## src/rtl/ioctl_upload_bridge.sv

```systemverilog
// Core->HPS upload bridge: serves ioctl_rd byte reads from system memory over a req/ack port.
// Optional UPLOAD_CHECKSUM_EN adds a running mod-256 sum of delivered bytes on up_csum.
module ioctl_upload_bridge #(
  parameter int          AW       = 17,
  parameter logic [24:0] MAX_ADDR = 25'h001_FFFF,
  parameter logic [7:0]  FILL     = 8'hFF,
  parameter logic [7:0]  INDEX    = 8'd1,
  parameter int          TMO      = 255
) (
  input  logic          clk_sys,
  input  logic          reset_n,
  input  logic          ioctl_upload,
  input  logic          ioctl_rd,
  input  logic [24:0]   ioctl_addr,
  input  logic [7:0]    ioctl_index,
  output logic [7:0]    ioctl_din,
  output logic          ioctl_wait,
  output logic          up_req,
  output logic [AW-1:0] up_addr,
  input  logic          up_ack,
  input  logic [7:0]    up_data,
  output logic [24:0]   up_count,
  output logic          up_timeout
`ifdef UPLOAD_CHECKSUM_EN
  ,
  output logic [7:0]    up_csum
`endif
);

  typedef enum logic [1:0] {
    IDLE  = 2'd0,
    FETCH = 2'd1,
    DONE  = 2'd2
  } state_t;

  localparam logic [7:0] TMO_C = 8'(TMO);

  state_t          state_r, state_s;
  logic            sel_s, sel_prev_r, start_s;
  logic [7:0]      tmo_r, tmo_s;
  logic [7:0]      din_s;
  logic            wait_s, req_s, timeout_s, deliver_s;
  logic [AW-1:0]   addr_s;
  logic [24:0]     count_s;

  // Next-state and next-output decode for the fetch sequencer.
  always_comb begin
    sel_s     = ioctl_upload && (ioctl_index == INDEX);
    start_s   = sel_s && !sel_prev_r;
    state_s   = state_r;
    tmo_s     = tmo_r;
    din_s     = ioctl_din;
    wait_s    = ioctl_wait;
    req_s     = up_req;
    addr_s    = up_addr;
    deliver_s = 1'b0;
    timeout_s = start_s ? 1'b0 : up_timeout;
    case (state_r)
      IDLE: begin
        if (sel_s && ioctl_rd) begin
          if (ioctl_addr > MAX_ADDR) begin
            din_s     = FILL;
            deliver_s = 1'b1;
          end else begin
            addr_s  = ioctl_addr[AW-1:0];
            req_s   = 1'b1;
            wait_s  = 1'b1;
            tmo_s   = 8'd0;
            state_s = FETCH;
          end
        end else begin
          state_s = IDLE;
        end
      end
      FETCH: begin
        // Session teardown abandons the fetch; ioctl_din keeps its last value.
        if (!ioctl_upload) begin
          req_s   = 1'b0;
          wait_s  = 1'b0;
          state_s = IDLE;
        end else if (up_ack) begin
          din_s   = up_data;
          req_s   = 1'b0;
          state_s = DONE;
        end else if (tmo_r == TMO_C) begin
          din_s     = FILL;
          req_s     = 1'b0;
          timeout_s = 1'b1;
          state_s   = DONE;
        end else begin
          tmo_s = tmo_r + 8'd1;
        end
      end
      DONE: begin
        wait_s    = 1'b0;
        deliver_s = 1'b1;
        state_s   = IDLE;
      end
      default: begin
        req_s   = 1'b0;
        wait_s  = 1'b0;
        state_s = IDLE;
      end
    endcase
    count_s = (start_s ? 25'd0 : up_count) + (deliver_s ? 25'd1 : 25'd0);
  end

  // State and registered outputs.
  always_ff @(posedge clk_sys or negedge reset_n) begin
    if (!reset_n) begin
      state_r    <= IDLE;
      sel_prev_r <= 1'b0;
      tmo_r      <= 8'd0;
      ioctl_din  <= 8'h00;
      ioctl_wait <= 1'b0;
      up_req     <= 1'b0;
      up_addr    <= '0;
      up_count   <= 25'd0;
      up_timeout <= 1'b0;
    end else begin
      state_r    <= state_s;
      sel_prev_r <= sel_s;
      tmo_r      <= tmo_s;
      ioctl_din  <= din_s;
      ioctl_wait <= wait_s;
      up_req     <= req_s;
      up_addr    <= addr_s;
      up_count   <= count_s;
      up_timeout <= timeout_s;
    end
  end

`ifdef UPLOAD_CHECKSUM_EN
  logic [7:0] csum_s;
  logic [7:0] byte_s;

  // Delivered byte is FILL on the zero-wait path, otherwise the fetched byte already in ioctl_din.
  always_comb begin
    byte_s = (state_r == DONE) ? ioctl_din : FILL;
    csum_s = (start_s ? 8'h00 : up_csum) + (deliver_s ? byte_s : 8'h00);
  end

  // Running checksum register.
  always_ff @(posedge clk_sys or negedge reset_n) begin
    if (!reset_n) begin
      up_csum <= 8'h00;
    end else begin
      up_csum <= csum_s;
    end
  end
`endif

endmodule

```

## config.mk

```make
export PLATFORM = sky130hd
export DESIGN_NAME = ioctl_upload_bridge
export DESIGN_NICKNAME = d
export VERILOG_FILES = /design/src/rtl/ioctl_upload_bridge.sv
export SDC_FILE = /design/constraint.sdc
export NUM_CORES = 1
export LEC_CHECK = 0
export ABC_AREA = 1
export ABC_CLOCK_PERIOD_IN_PS = 6000
export BUFFER_PORTS_ARGS = -buffer_cell sky130_fd_sc_hd__buf_2
export CAP_MARGIN = 20
export CORE_MARGIN = 4
export CORE_UTILIZATION = 55
export CTS_CLUSTER_SIZE = 28
export DETAILED_ROUTE_END_ITERATION = 10
export GPL_TIMING_DRIVEN = 1
export PLACE_DENSITY = 0.87
export SLEW_MARGIN = 25
export SYNTH_ARGS = -nofsm -noshare
export SYNTH_HDL_FRONTEND = slang
export SYNTH_SLANG_ARGS = --single-unit
```

## constraint.sdc

```tcl
create_clock -name clk_sys -period 6 [get_ports clk_sys]
set_input_delay 0.6 -clock clk_sys [delete_from_list [all_inputs] [get_ports clk_sys]]
set_output_delay 0.6 -clock clk_sys [all_outputs]
set_load 0.05 [all_outputs]
```

== Word-level counts from Yosys, hierarchy flattened ==
Index checks and enable logic that the tools add are counted.
W data, S select, Z words.

* Bitwise gates (word level): 2
* Equality and inequality tests: 14
* Mux-type cells: 36
* Order comparisons: 1
* Reductions and logical operators: 12
* $add $sub $neg: 2

{| class="wikitable"
|+ Operators with widths
! operator !! number
|-
| $mux W8 || 10
|-
| $pmux W8 S2 || 2
|-
| $add A25 B1 Y25 || 1
|-
| $gt A25 B17 Y1 const B || 1
|-
| $mux W25 || 1
|-
| $mux W1 || 14
|-
| $ne A2 B2 Y1 const B || 7
|-
| $mux W2 || 5
|-
| $add A8 B1 Y8 const B || 1
|-
| $eq A8 B1 Y1 const B || 1
|-
| $eq A8 B8 Y1 const B || 1
|-
| $ne A3 B3 Y1 const B || 2
|-
| $reduce_and A3 Y1 || 2
|-
| $reduce_and A6 Y1 || 1
|-
| $reduce_and A5 Y1 || 1
|-
| $ne A4 B4 Y1 const B || 1
|-
| $pmux W1 S2 || 2
|-
| $pmux W2 S2 || 1
|-
| $reduce_and A4 Y1 || 1
|-
| $logic_and A1 B1 Y1 || 3
|-
| $pmux W1 S3 || 1
|-
| $eq A2 B1 Y1 const B || 1
|-
| $eq A2 B2 Y1 const B || 1
|-
| $logic_not A2 Y1 || 1
|-
| 4 further kinds || 5
|}

* Register bits after elaboration: 64
* Output and inout bits: 53
* Input bits: 46

== Logic depth before layout (Yosys ltp) ==
Gate-level depths: netlist (run 1).

* Word-level depth: 8
* Depth in mapped cells: 19
* Depth with buffers taken out: 19

== Least setup slack after synthesis (run 1) ==
OpenSTA, ideal clock, no wires.

* Path kind: input-to-reg
* Start: input ioctl_index[3]
* End: register up_count[18]
* Setup time: 121 ps
* Stages: 17
* Path buffers: 2
* Required time: 5879 ps
* Arrival time: 2459 ps
* Slack: 3420 ps
* Path through: or2_4 > nor2_4 > nand3_2 > buf_2 > buf_2 > nand2_1 > inv_1 > ha_1 > ha_1 > nand2_1 > nor2_4 > inv_1 > nor2_1 > nand2_1 > nor2_1 > nand2_1 > nand2_1

* Word-level cells in the longest chain between the ends: 7
* Elaborated cells between the ends (all ways): 9
* Those cells by class: 1 x add/sub; 1 x eq/ne; 4 x mux; 3 x reduce/logical

{| class="wikitable"
|+ RTL lines
! item !! line !! source
|-
| start, declared || 15 || <nowiki>input logic [7:0] ioctl_index,</nowiki>
|-
| $eq A8 B1 Y1 * || 48 || <nowiki>sel_s = ioctl_upload && (ioctl_index == INDEX);</nowiki>
|-
| $logic_and A1 B1 Y1 * || 48 ||
|-
| $logic_and A1 B1 Y1 || 60 || <nowiki>if (sel_s && ioctl_rd) begin</nowiki>
|-
| $mux W1 || 60 ||
|-
| $pmux W1 S2 || 58 || <nowiki>case (state_r)</nowiki>
|-
| $mux W1 || 105 || <nowiki>count_s = (start_s ? 25'd0 : up_count) + (deliver_s ? 25'd1 : 25'd0);</nowiki>
|-
| $add A25 B1 Y25 * || 105 ||
|-
| via count_s[18] || 44 || <nowiki>logic [24:0] count_s;</nowiki>
|-
| end signal, assigned || 128 || <nowiki>up_count <= count_s;</nowiki>
|-
| end, declared || 22 || <nowiki>output logic [24:0] up_count,</nowiki>
|}

Mark *: on every way through the listed nets, which the timed path passes. The rest lies on a longest branch.
A chain may end at the register's enable or synchronous reset.

== Final worst setup path (run 1) ==
Same ends and word-level chain as after synthesis.

==> metrics.yaml, run 1 <==
grt_setup_unrepaired: "no"
critPathCapture: "up_count[18]$_DFF_PN0_"
critical_path.most_common_cell: "nand2_1"
power.switching_uw: 209
synth_xor_area_share_pct: 4.57
dp_slack_ns: 2.91
fin_crit_sh_pct: 45.9
slew_violations: 0
regArea_um2: 1600
critPathSlowestCell: "nand3_2"
antenna_found_initial: 0
via_count: 2876
gp_congestion: 0.879
worstPathCellList: "buf_2, or2_4, nor2_4, nand3_2, nand2_1, inv_1, ha_1, ha_1, nand2_1, nor2_4, inv_1, nor2_1, nand2_1, nor2_1, nand2_1, nand2_1"
pwr-share-comb_pct: 7.1
area_growth_pct: 22.8
critPathKind: "in -> reg"
ys_types: 30
period_needed_ns: 2.76
yosys_warnings: 0
wire_per_inst_um: 13.7
path_max_fanout: 46
nets: 526
status: "complete, no violations"
cp-end-kind: "flop"
routed_wl_mm: 7.59
synth-async-reset-ratio_pct: 100
initial_core_util_pct: 58.1
grt_pass1_wl_mm: 12.8
yosys-top-cells-area: "dfrtp_1 49%, nand2_1 12%, nor2_1 5.6%"
placed_area_um2: 3800
cp-start-kind: "input pin"
synth-simple-area-share_pct: 29.2
grt_usage_pct: 22.0
p_per_area_nw_per_um2: 220
hold_viol: 0
yosysSeqAreaShare_pct: 49.2
synth_top_family_by_area: "simple AND/OR/NAND/NOR gates"
cp_num_buf_inv: 3
cp-startpoint: "ioctl_index[3]"
syn_nets: 423
cts_buffer_depth: 2
maxCapViolCount: 0
fin_skew_ns: 0.00688
fin_ws_ns: 3.24
grt_remaining_overflow: 0
relSlewSlack_pct: 44.8
peakVddDrop_v: 0.000151
post-cts-setup-buffers: 0
core_um2: 5610
die_area_um2: 7210
cp_slowest_stage_delay_ns: 0.63
leakage_nw: 2.17
grt_pass1_vias: 2916
die_w_um: 84.9
r2r_slack_ns: 3.55
synth-seq-cells: 64
ios: 99
synth_edf_count: 0
cts_resized: 0
p_seq_share_pct: 50.1
timing.rr.end: "up_count[18]$_DFF_PN0_"
netlist_area_um2: 3260
hold_buffers: 0
path_depth: 16
port_buffers: 98
cts_tree: "done"
synth.top_cell.area_share_pct: 49.2
cts_htree_levels: 3
min_path_type: "in -> async"
yosys-top-cells-count: "106 x nand2_1, 64 x dfrtp_1, 49 x nor2_1"
final_antenna_net_count: 0
first_iter_violations: 128
nFillCells: 464
n_antenna_cell: 0
fmax_mhz: 363
synth_most_common_cell: "nand2_1"
first_pass_iters: 4
synth_fa_ha_area_share_pct: 1.15
reg2reg_depth: 14
drive_gt1_share_pct: 32.6
p_int_uw: 671
synth_area_per_cell_um2: 8.70
stdcell_area_um2: 4000
synth-compound-area-share_pct: 3.92
path_clk_slew_ns: 0.07
setup_viol: 0
worstPathArrival_ns: 2.98
syn_inst: 374
root_buffer: "clkbuf_8"
viasPerCell: 5.19
row_count: 27
insertion_delay_ns: 0.33
numCtsBuffers: 9
p_clk_share_pct: 42.9
r2r-start: "state_r[1]$_DFFE_PN0P_"
hpwl_mm: 5.66
worst_pin_slew_ns: 0.827
multiInputGateArea_um2: 1500
tns_ns: 0
synth_area_leader_cell: "dfrtp_1"
synthMuxAreaShare_pct: 7.11
critPathRequiredTime_ns: 6.22
synthFlopType: "dfrtp_1"
drc: 0
die_h_um: 84.9
crit_family: "simple AND/OR/NAND/NOR gates"
p_sw_share_pct: 23.8
cts_sinks: 64
grt_start_max_net_pins: 65
-- per-stage QoR --
step	std cells	total power [mW]	hold slack, ns	util, %
floorplan	374	0.479	0.304	-
global placement	538	0.510	0.457	67.7
detailed placement	538	0.512	0.463	67.7
CTS	554	0.885	0.453	71.3
global route	554	0.915	0.467	71.3
finish	554	0.880	0.425	71.3
-- registers in the layout, indices dropped and copies added, names as in the netlist --
name and count:
up_count 25, up_addr 17, ioctl_din 8, tmo_r 8, state_r 2, ioctl_wait 1
sel_prev_r 1, up_req 1, up_timeout 1
-- metal layers --
layer | GRT usage, % | share of wire [%] | up-vias | wire length (µm)
li1 | - | - | 1401 | -
met1 | 26.2 | 41 | 1326 | 3090
met2 | 36.7 | 48 | 128 | 3650
met3 | 6.41 | 8.6 | 21 | 652
met4 | 10.5 | 2.5 | 0 | 187
met5 | 0 | 0 | - | 0
-- cells by family after synthesis --
group,after synthesis
simple gates,217
fa+ha+maj,3
xor+xnor,17
buf+inv,37
flops,64
compound gates,18
mux,18
-- cells in the final DEF (no fill, tap or decap), types with 2 or more instances in the layout --
cell type  count
mux2_4         8
buf_2         98
nor2_1        49
o21ai_1        3
nand2_1      106
inv_1         24
xor2_1         9
nor3b_1        2
o21bai_1       2
nor2_4         2
nand3_2        2
xnor2_1        8
clkinv_2       2
nand2_2        5
o21ai_2        8
ha_1           3
clkbuf_8      11
inv_2          5
nor2_2         3
o21ai_0        4
mux2_2         9
nand3_1       35
dfrtp_1       64
nor3_1         8
clkbuf_1       2
nand4_1        3
-- how the worst min path moves through the flow --
stage,start,endpoint,depth (start not counted)
4_1_cts,up_ack,up_timeout$_DFF_PN0_,2
3_3_place_gp,ioctl_wait$_DFFE_PN0P_,ioctl_wait$_DFFE_PN0P_,2
2_1_floorplan,reset_n,ioctl_din[0]$_DFFE_PN0P_,0
5_1_grt,up_ack,up_timeout$_DFF_PN0_,2
6_report,reset_n,up_count[3]$_DFF_PN0_,2
3_5_place_dp,ioctl_din[4]$_DFFE_PN0P_,ioctl_din[4]$_DFFE_PN0P_,2
-- layout make-up --
cell class / instances / area share (%)
clock buffers: 13 / 3.98
clock inverters: 3 / 1.00
inverters: 30 / 2.82
multi-input cells: 273 / 37.4
flip-flops and latches: 64 / 40.1
well taps: 72 / 2.25
repair buffers: 99 / 12.5
-- power by group through the flow --
stage                     Combinational, mW  Sequential [mW]  Clock, mW
final                                0.0622            0.441      0.377
after CTS                            0.0636            0.440      0.381
after global placement               0.0618            0.448          0
after detailed placement             0.0638            0.448          0
after global routing                 0.0682            0.441      0.406
after floorplan                      0.0104            0.469          0
No activity file was read; power rests on OpenSTA's default activity.
==> run 2, diff against run 1 <==
ABC_CLOCK_PERIOD_IN_PS = 2500   (was 6000)
CORE_UTILIZATION = 46   (was 55)
PLACE_DENSITY = 0.78   (was 0.87)
clock period = 2.5 ns   (was 6 ns; I/O delays follow)
==> run 2 against run 1 <==
  * Register-to-register slack worse by 3.2 ns
  * Global-route usage is 3.5 points lower
  * Flip-flop and latch count is the same
  * Worst hold slack worse by 0.31 ns
  * Non-clock buffer count is 4 higher
  * Final cell count increased by 4.7%
  * Worst setup slack got worse by 2.9 ns
  * Sequential share of layout area shrank 0.36 points
  * Routed wire length grew 1.3%
==> metrics.yaml, run 2 (synthesis results as in run 1) <==
die_h_um: 92.1  # was 84.9 µm
critPathKind: "reg -> reg"  # was in -> reg
leakage_nw: 2.18  # was 2.17 nW
post-cts-setup-buffers: 0  # unchanged
maxCapViolCount: 0  # unchanged
dp_slack_ns: 0.109  # was 2.91 ns
final_antenna_net_count: 0  # unchanged
cts_htree_levels: 3  # unchanged
die_area_um2: 8490  # was 7210 µm²
drive_gt1_share_pct: 33.1  # was 32.6%
fin_crit_sh_pct: 85.8
grt_setup_unrepaired: "no"  # unchanged
r2r_slack_ns: 0.36  # was 3.55 ns
ios: 99  # unchanged
wire_per_inst_um: 13.2  # was 13.7 µm
mostFrequentLayoutCells: "106 x nand2_1, 98 x buf_2, 64 x dfrtp_1"  # unchanged
worstPathArrival_ns: 2.37  # was 2.98 ns
slew_violations: 0  # unchanged
hold_viol: 0  # unchanged
hpwl_mm: 5.88  # was 5.66 mm
stdcell_area_um2: 4030  # was 4000 µm²
cp-end-kind: "flop"  # unchanged
relSlewSlack_pct: 56.5  # was 44.8%
insertion_delay_ns: 0.33  # about the same
root_buffer: "clkbuf_8"  # unchanged
grt_start_max_net_pins: 44  # was 65
min_path_type: "in -> reg"  # was in -> async
fin_skew_ns: 0.00632  # was 0.00688 ns
grt_pass1_vias: 2789  # was 2916
nets: 530  # was 526
grt_usage_pct: 18.6  # was 22.0%
period_needed_ns: 2.14
antenna_found_initial: 0  # unchanged
die_w_um: 92.1  # was 84.9 µm
power_mw: 1.96  # was 880 µW
via_count: 2886  # was 2876
finalNonFillerCells: 580  # was 554
peakVddDrop_v: 0.000347  # was 0.000151 V
core_um2: 6830  # was 5610 µm²
first_iter_violations: 128  # unchanged
dp_cells: 565  # was 538
setup_viol: 0  # unchanged
gp_congestion: 0.945  # was 0.879
numCtsBuffers: 9  # unchanged
cts_sinks: 64  # unchanged
tns_ns: 0  # unchanged
top_regs: "up_count x25, up_addr x17"  # unchanged
fmax_mhz: 466
p_per_area_nw_per_um2: 486  # was 220 nW/µm²
n_antenna_cell: 0  # unchanged
grt_remaining_overflow: 0  # unchanged
final_common_cell: "nand2_1"  # unchanged
top_register: "up_count"  # unchanged
row_count: 30  # was 27
initial_core_util_pct: 47.7  # was 58.1%
viasPerCell: 4.98  # was 5.19
grt_pass1_wl_mm: 12.6  # was 12.8 mm
routed_wl_mm: 7.68  # was 7.59 mm
path_clk_slew_ns: 0.07  # about the same
fin_ws_ns: 0.355  # was 3.24 ns
cts_tree: "done"  # unchanged
placed_area_um2: 3860  # was 3800 µm²
port_buffers: 98  # unchanged
largest_register_ffs: 25  # unchanged
critPathRequiredTime_ns: 2.73  # was 6.22 ns
cts_buffer_depth: 2  # unchanged
path_max_fanout: 3  # was 46
status: "complete, no violations"  # unchanged
worst_pin_slew_ns: 0.652  # was 0.827 ns
first_pass_iters: 4  # unchanged
cp-start-kind: "flop"  # was input pin
area_growth_pct: 23.9  # was 22.8%
drc: 0  # unchanged
## run 2: cell types whose count changed in the layout (fill, tap and decap cells not counted), sizes merged
cell / change
buf: +3
bufinv: -1
clkbuf: -3
clkinv: +1
clkinvlp: +1
dlygate4sd3: +1
## run 2: per-layer routing
layer | track usage, % | vias to the layer above | part of all wire, %
li1 | - | 1411 | -
met1 | 23.2 | 1338 | 44
met2 | 29.7 | 120 | 45
met3 | 5.74 | 17 | 9.3
met4 | 7.80 | 0 | 2.1
met5 | 0 | - | 0
## run 2: path summary, 6_finish.rpt
check | start | endpoint | cells after the start
worst min-delay path | up_ack | up_timeout$_DFF_PN0_ | 2
max in group asynchronous | reset_n | up_count[20]$_DFF_PN0_ | 3
worst min register to register | ioctl_wait$_DFFE_PN0P_ | ioctl_wait$_DFFE_PN0P_ | 2
min in group asynchronous | reset_n | sel_prev_r$_DFF_PN0_ | 2
worst max-delay path | state_r[1]$_DFFE_PN0P_ | up_count[18]$_DFF_PN0_ | 14
worst max register to register | state_r[1]$_DFFE_PN0P_ | up_count[18]$_DFF_PN0_ | 14
## run 2: worst max-delay path: stages (launching register included)
cell and delay (ns):
dfrtp_1 0.40, nor2_1 0.14, inv_1 0.05, nor2_1 0.13, nand2_1 0.09, nand2_1 0.07
ha_1 0.17, ha_1 0.19, nand2_1 0.10, nor2_4 0.12, inv_1 0.06, nor2_1 0.16
nand2_1 0.13, o21bai_1 0.15, nand2_1 0.06
## run 2: power breakdown
part	internal [mW]	leakage [nW]	switching [mW]
logic	0.0504	1.23	0.103
clock network	0.370	0.0838	0.381
registers	1.05	0.866	0.00806
## run 2: area by class of cell
class / instances / area, µm²
Tap cell: 96 / 120
Inverter: 30 / 113
Multi-Input combinational cell: 273 / 1500
Timing Repair Buffer: 103 / 543
Clock buffer: 10 / 138
Fill cell: 621 / 2800
Sequential cell: 64 / 1600
Clock inverter: 4 / 22.5
## run 2: metrics by stage
stage / hold WS, ns / util [%]
3_3_place_gp: 0.323 / 56.5
3_5_place_dp: 0.318 / 56.5
2_1_floorplan: -0.0456 / -
4_1_cts: 0.0981 / 59.0
6_report: 0.115 / 59.0
5_1_grt: 0.108 / 59.0
## run 2: repair_timing
item,in CTS,in global routing
hold buffers,1,0
endpoints found under the setup margin,0,0
endpoints found under the hold margin,27,0
gates resized for setup,0,0
==> run 3, diff against run 2 <==
ABC_AREA = 0   (was 1)
==> run 3 against run 2 <==
  * Final cell count shrank 17%
  * Fmax is 5.3% lower
  * Largest cell class unchanged
  * Sequential power about the same
  * Highest routed layer unchanged
==> metrics.yaml, run 3 <==
cts_tree: "done"  # unchanged
period_needed_ns: 2.26  # was 2.14 ns
critPathKind: "in -> reg"  # was reg -> reg
yosysSeqAreaShare_pct: 52.1  # was 49.2%
cp-start-kind: "input pin"  # was flop
grt_start_max_net_pins: 65  # was 44
synth_area_leader_cell: "dfrtp_1"  # unchanged
finalNonFillerCells: 480  # was 580
syn_nets: 330  # was 423
hold_slack_ns: 0.0852  # was 0.115 ns
area_growth_pct: 29.6  # was 23.9%
synth_area_per_cell_um2: 10.9  # was 8.70 µm²
relSlewSlack_pct: 47.1  # was 56.5%
fin_crit_sh_pct: 90.6  # was 85.8%
root_buffer: "clkbuf_8"  # unchanged
cts_buffer_depth: 2  # unchanged
maxCapViolCount: 0  # unchanged
synth-async-reset-ratio_pct: 100  # unchanged
initial_core_util_pct: 47.8  # was 47.7%
via_count: 2518  # was 2886
grt_pass1_wl_mm: 12.0  # was 12.6 mm
drc: 0  # unchanged
numCtsBuffers: 9  # unchanged
post-cts-setup-buffers: 0  # unchanged
cts_resized: 0  # unchanged
yosys_warnings: 0  # unchanged
cp-startpoint: "ioctl_index[2]"  # was state_r[1]$_DFFE_PN0P_
grt_usage_pct: 18.2  # was 18.6%
port_buffers: 98  # unchanged
cp_slowest_stage_delay_ns: 0.55  # was 0.40 ns
first_iter_violations: 93  # was 128
ios: 99  # unchanged
n_antenna_cell: 0  # unchanged
placed_area_um2: 3770  # was 3860 µm²
slew_violations: 0  # unchanged
dp_slack_ns: -0.112  # was 0.109 ns
hold_viol: 0  # unchanged
netlist_area_um2: 3070  # was 3260 µm²
min_path_type: "in -> async"  # was in -> reg
status: "complete, no violations"  # unchanged
cp-end-kind: "flop"  # unchanged
stdcell_area_um2: 3980  # was 4030 µm²
power_mw: 2.04  # was 1.96 mW
hpwl_mm: 5.05  # was 5.88 mm
nets: 448  # was 530
peakVddDrop_v: 0.000367  # was 0.000347 V
fin_skew_ns: 0.00425  # was 0.00632 ns
largest_register_ffs: 25  # unchanged
mostFrequentLayoutCells: "98 x buf_2, 64 x dfrtp_1, 33 x nor2_1"  # was 106 x nand2_1, 98 x buf_2, 64 x dfrtp_1
path_max_fanout: 7  # was 3
crit_family: "simple AND/OR/NAND/NOR gates"  # unchanged
grt_setup_unrepaired: "no"  # unchanged
fmax_mhz: 442  # was 466 MHz
die_w_um: 89.7  # was 92.1 µm
path_depth: 11  # was 14
ys_types: 45  # was 30
setup_viol: 0  # unchanged
wire_per_inst_um: 14.6  # was 13.2 µm
gp_congestion: 0.888  # was 0.945
worstPathArrival_ns: 2.52  # was 2.37 ns
worst_pin_slew_ns: 0.793  # was 0.652 ns
top_register: "up_count"  # unchanged
drive_gt1_share_pct: 38.7  # was 33.1%
synth.top_cell.area_share_pct: 52.1  # was 49.2%
reg2reg_depth: 5  # was 14
r2r-start: "up_count[16]$_DFF_PN0_"  # was state_r[1]$_DFFE_PN0P_
critPathRequiredTime_ns: 2.76  # was 2.73 ns
tns_ns: 0  # unchanged
first_pass_iters: 4  # unchanged
final_core_util_pct: 62.0  # was 59.0%
top_regs: "up_count x25, up_addr x17"  # unchanged
yosys-top-cells-count: "64 x dfrtp_1, 33 x nor2_1, 19 x inv_1"  # was 106 x nand2_1, 64 x dfrtp_1, 49 x nor2_1
row_count: 29  # was 30
worstPathCellList: "buf_2, or4_4, nor3_4, nand3_2, a21oi_1, ha_2, ha_2, nand3_1, buf_4, or3_1, a21oi_1"  # was nor2_1, inv_1, nor2_1, nand2_1, nand2_1, ha_1, ha_1, nand2_1, nor2_4, inv_1, nor2_1, nand2_1, o21bai_1, nand2_1
final_common_cell: "buf_2"  # was nand2_1
die_h_um: 89.7  # was 92.1 µm
cts_htree_levels: 3  # unchanged
synth_most_common_cell: "dfrtp_1"  # was nand2_1
insertion_delay_ns: 0.33  # about the same
core_um2: 6420  # was 6830 µm²
leakage_nw: 2.03  # was 2.18 nW
r2r_slack_ns: 0.56  # was 0.36 ns
dp_cells: 465  # was 565
final_antenna_net_count: 0  # unchanged
timing.rr.end: "up_count[24]$_DFF_PN0_"  # was up_count[18]$_DFF_PN0_
yosys-top-cells-area: "dfrtp_1 52%, mux2_4 4.4%, nor2_1 4.0%"  # was dfrtp_1 49%, nand2_1 12%, nor2_1 5.6%
fin_ws_ns: 0.236  # was 0.355 ns
syn_inst: 281  # was 374
die_area_um2: 8050  # was 8490 µm²
critPathCapture: "up_count[14]$_DFF_PN0_"  # was up_count[18]$_DFF_PN0_
path_clk_slew_ns: 0.07  # about the same
p_per_area_nw_per_um2: 513  # was 486 nW/µm²
routed_wl_mm: 7.02  # was 7.68 mm
cts_sinks: 64  # unchanged
synthFlopType: "dfrtp_1"  # unchanged
viasPerCell: 5.25  # was 4.98
cp_num_buf_inv: 2  # unchanged
critPathSlowestCell: "or4_4"  # was dfrtp_1
hold_buffers: 0  # was 1
synth_edf_count: 0  # unchanged
antenna_found_initial: 0  # unchanged
grt_remaining_overflow: 0  # unchanged
grt_pass1_vias: 2564  # was 2789
synth-seq-cells: 64  # unchanged
-- run 3: layer usage --
metal / vias up / GRT usage, % / share of wire, %
met4: 0 / 6.51 / 1.0
li1: 1222 / - / -
met3: 10 / 5.34 / 6.7
met1: 1203 / 22.1 / 42
met5: - / 0 / 0
met2: 83 / 30.8 / 51
-- run 3: worst min-delay path by stage --
stage                                     endpoint  slack (ns)
final                         tmo_r[6]$_DFFE_PN0P_        0.09
after global routing       up_addr[12]$_DFFE_PN0P_        0.12
after CTS                 ioctl_din[4]$_DFFE_PN0P_        0.12
after detailed placement        up_req$_DFFE_PN0P_        0.47
after global placement          up_req$_DFFE_PN0P_        0.46
after floorplan           ioctl_din[0]$_DFFE_PN0P_       -0.05
-- run 3: kinds of logic (layout without fill, tap and decap cells) --
logic type,Yosys count,after routing,synth area share [%]
compound gates,33,33,7.29
xor+xnor,19,19,5.42
fa+ha+maj,3,3,1.22
buf+inv,27,149,3.95
flops,64,64,52.1
mux,25,25,9.94
simple gates,110,110,20.0
-- run 3: layout make-up --
cell class,instances,area [µm²]
Clock buffer,13,169
Clock inverter,2,37.5
Fill cell,535,2440
Inverter,19,71.3
Multi-Input combinational cell,190,1360
Sequential cell,64,1600
Tap cell,77,96.3
Timing Repair Buffer,115,643
-- run 3: power breakdown --
part	switching [mW]	internal [mW]
clock network	0.368	0.537
logic	0.0571	0.0369
registers	0.00298	1.04
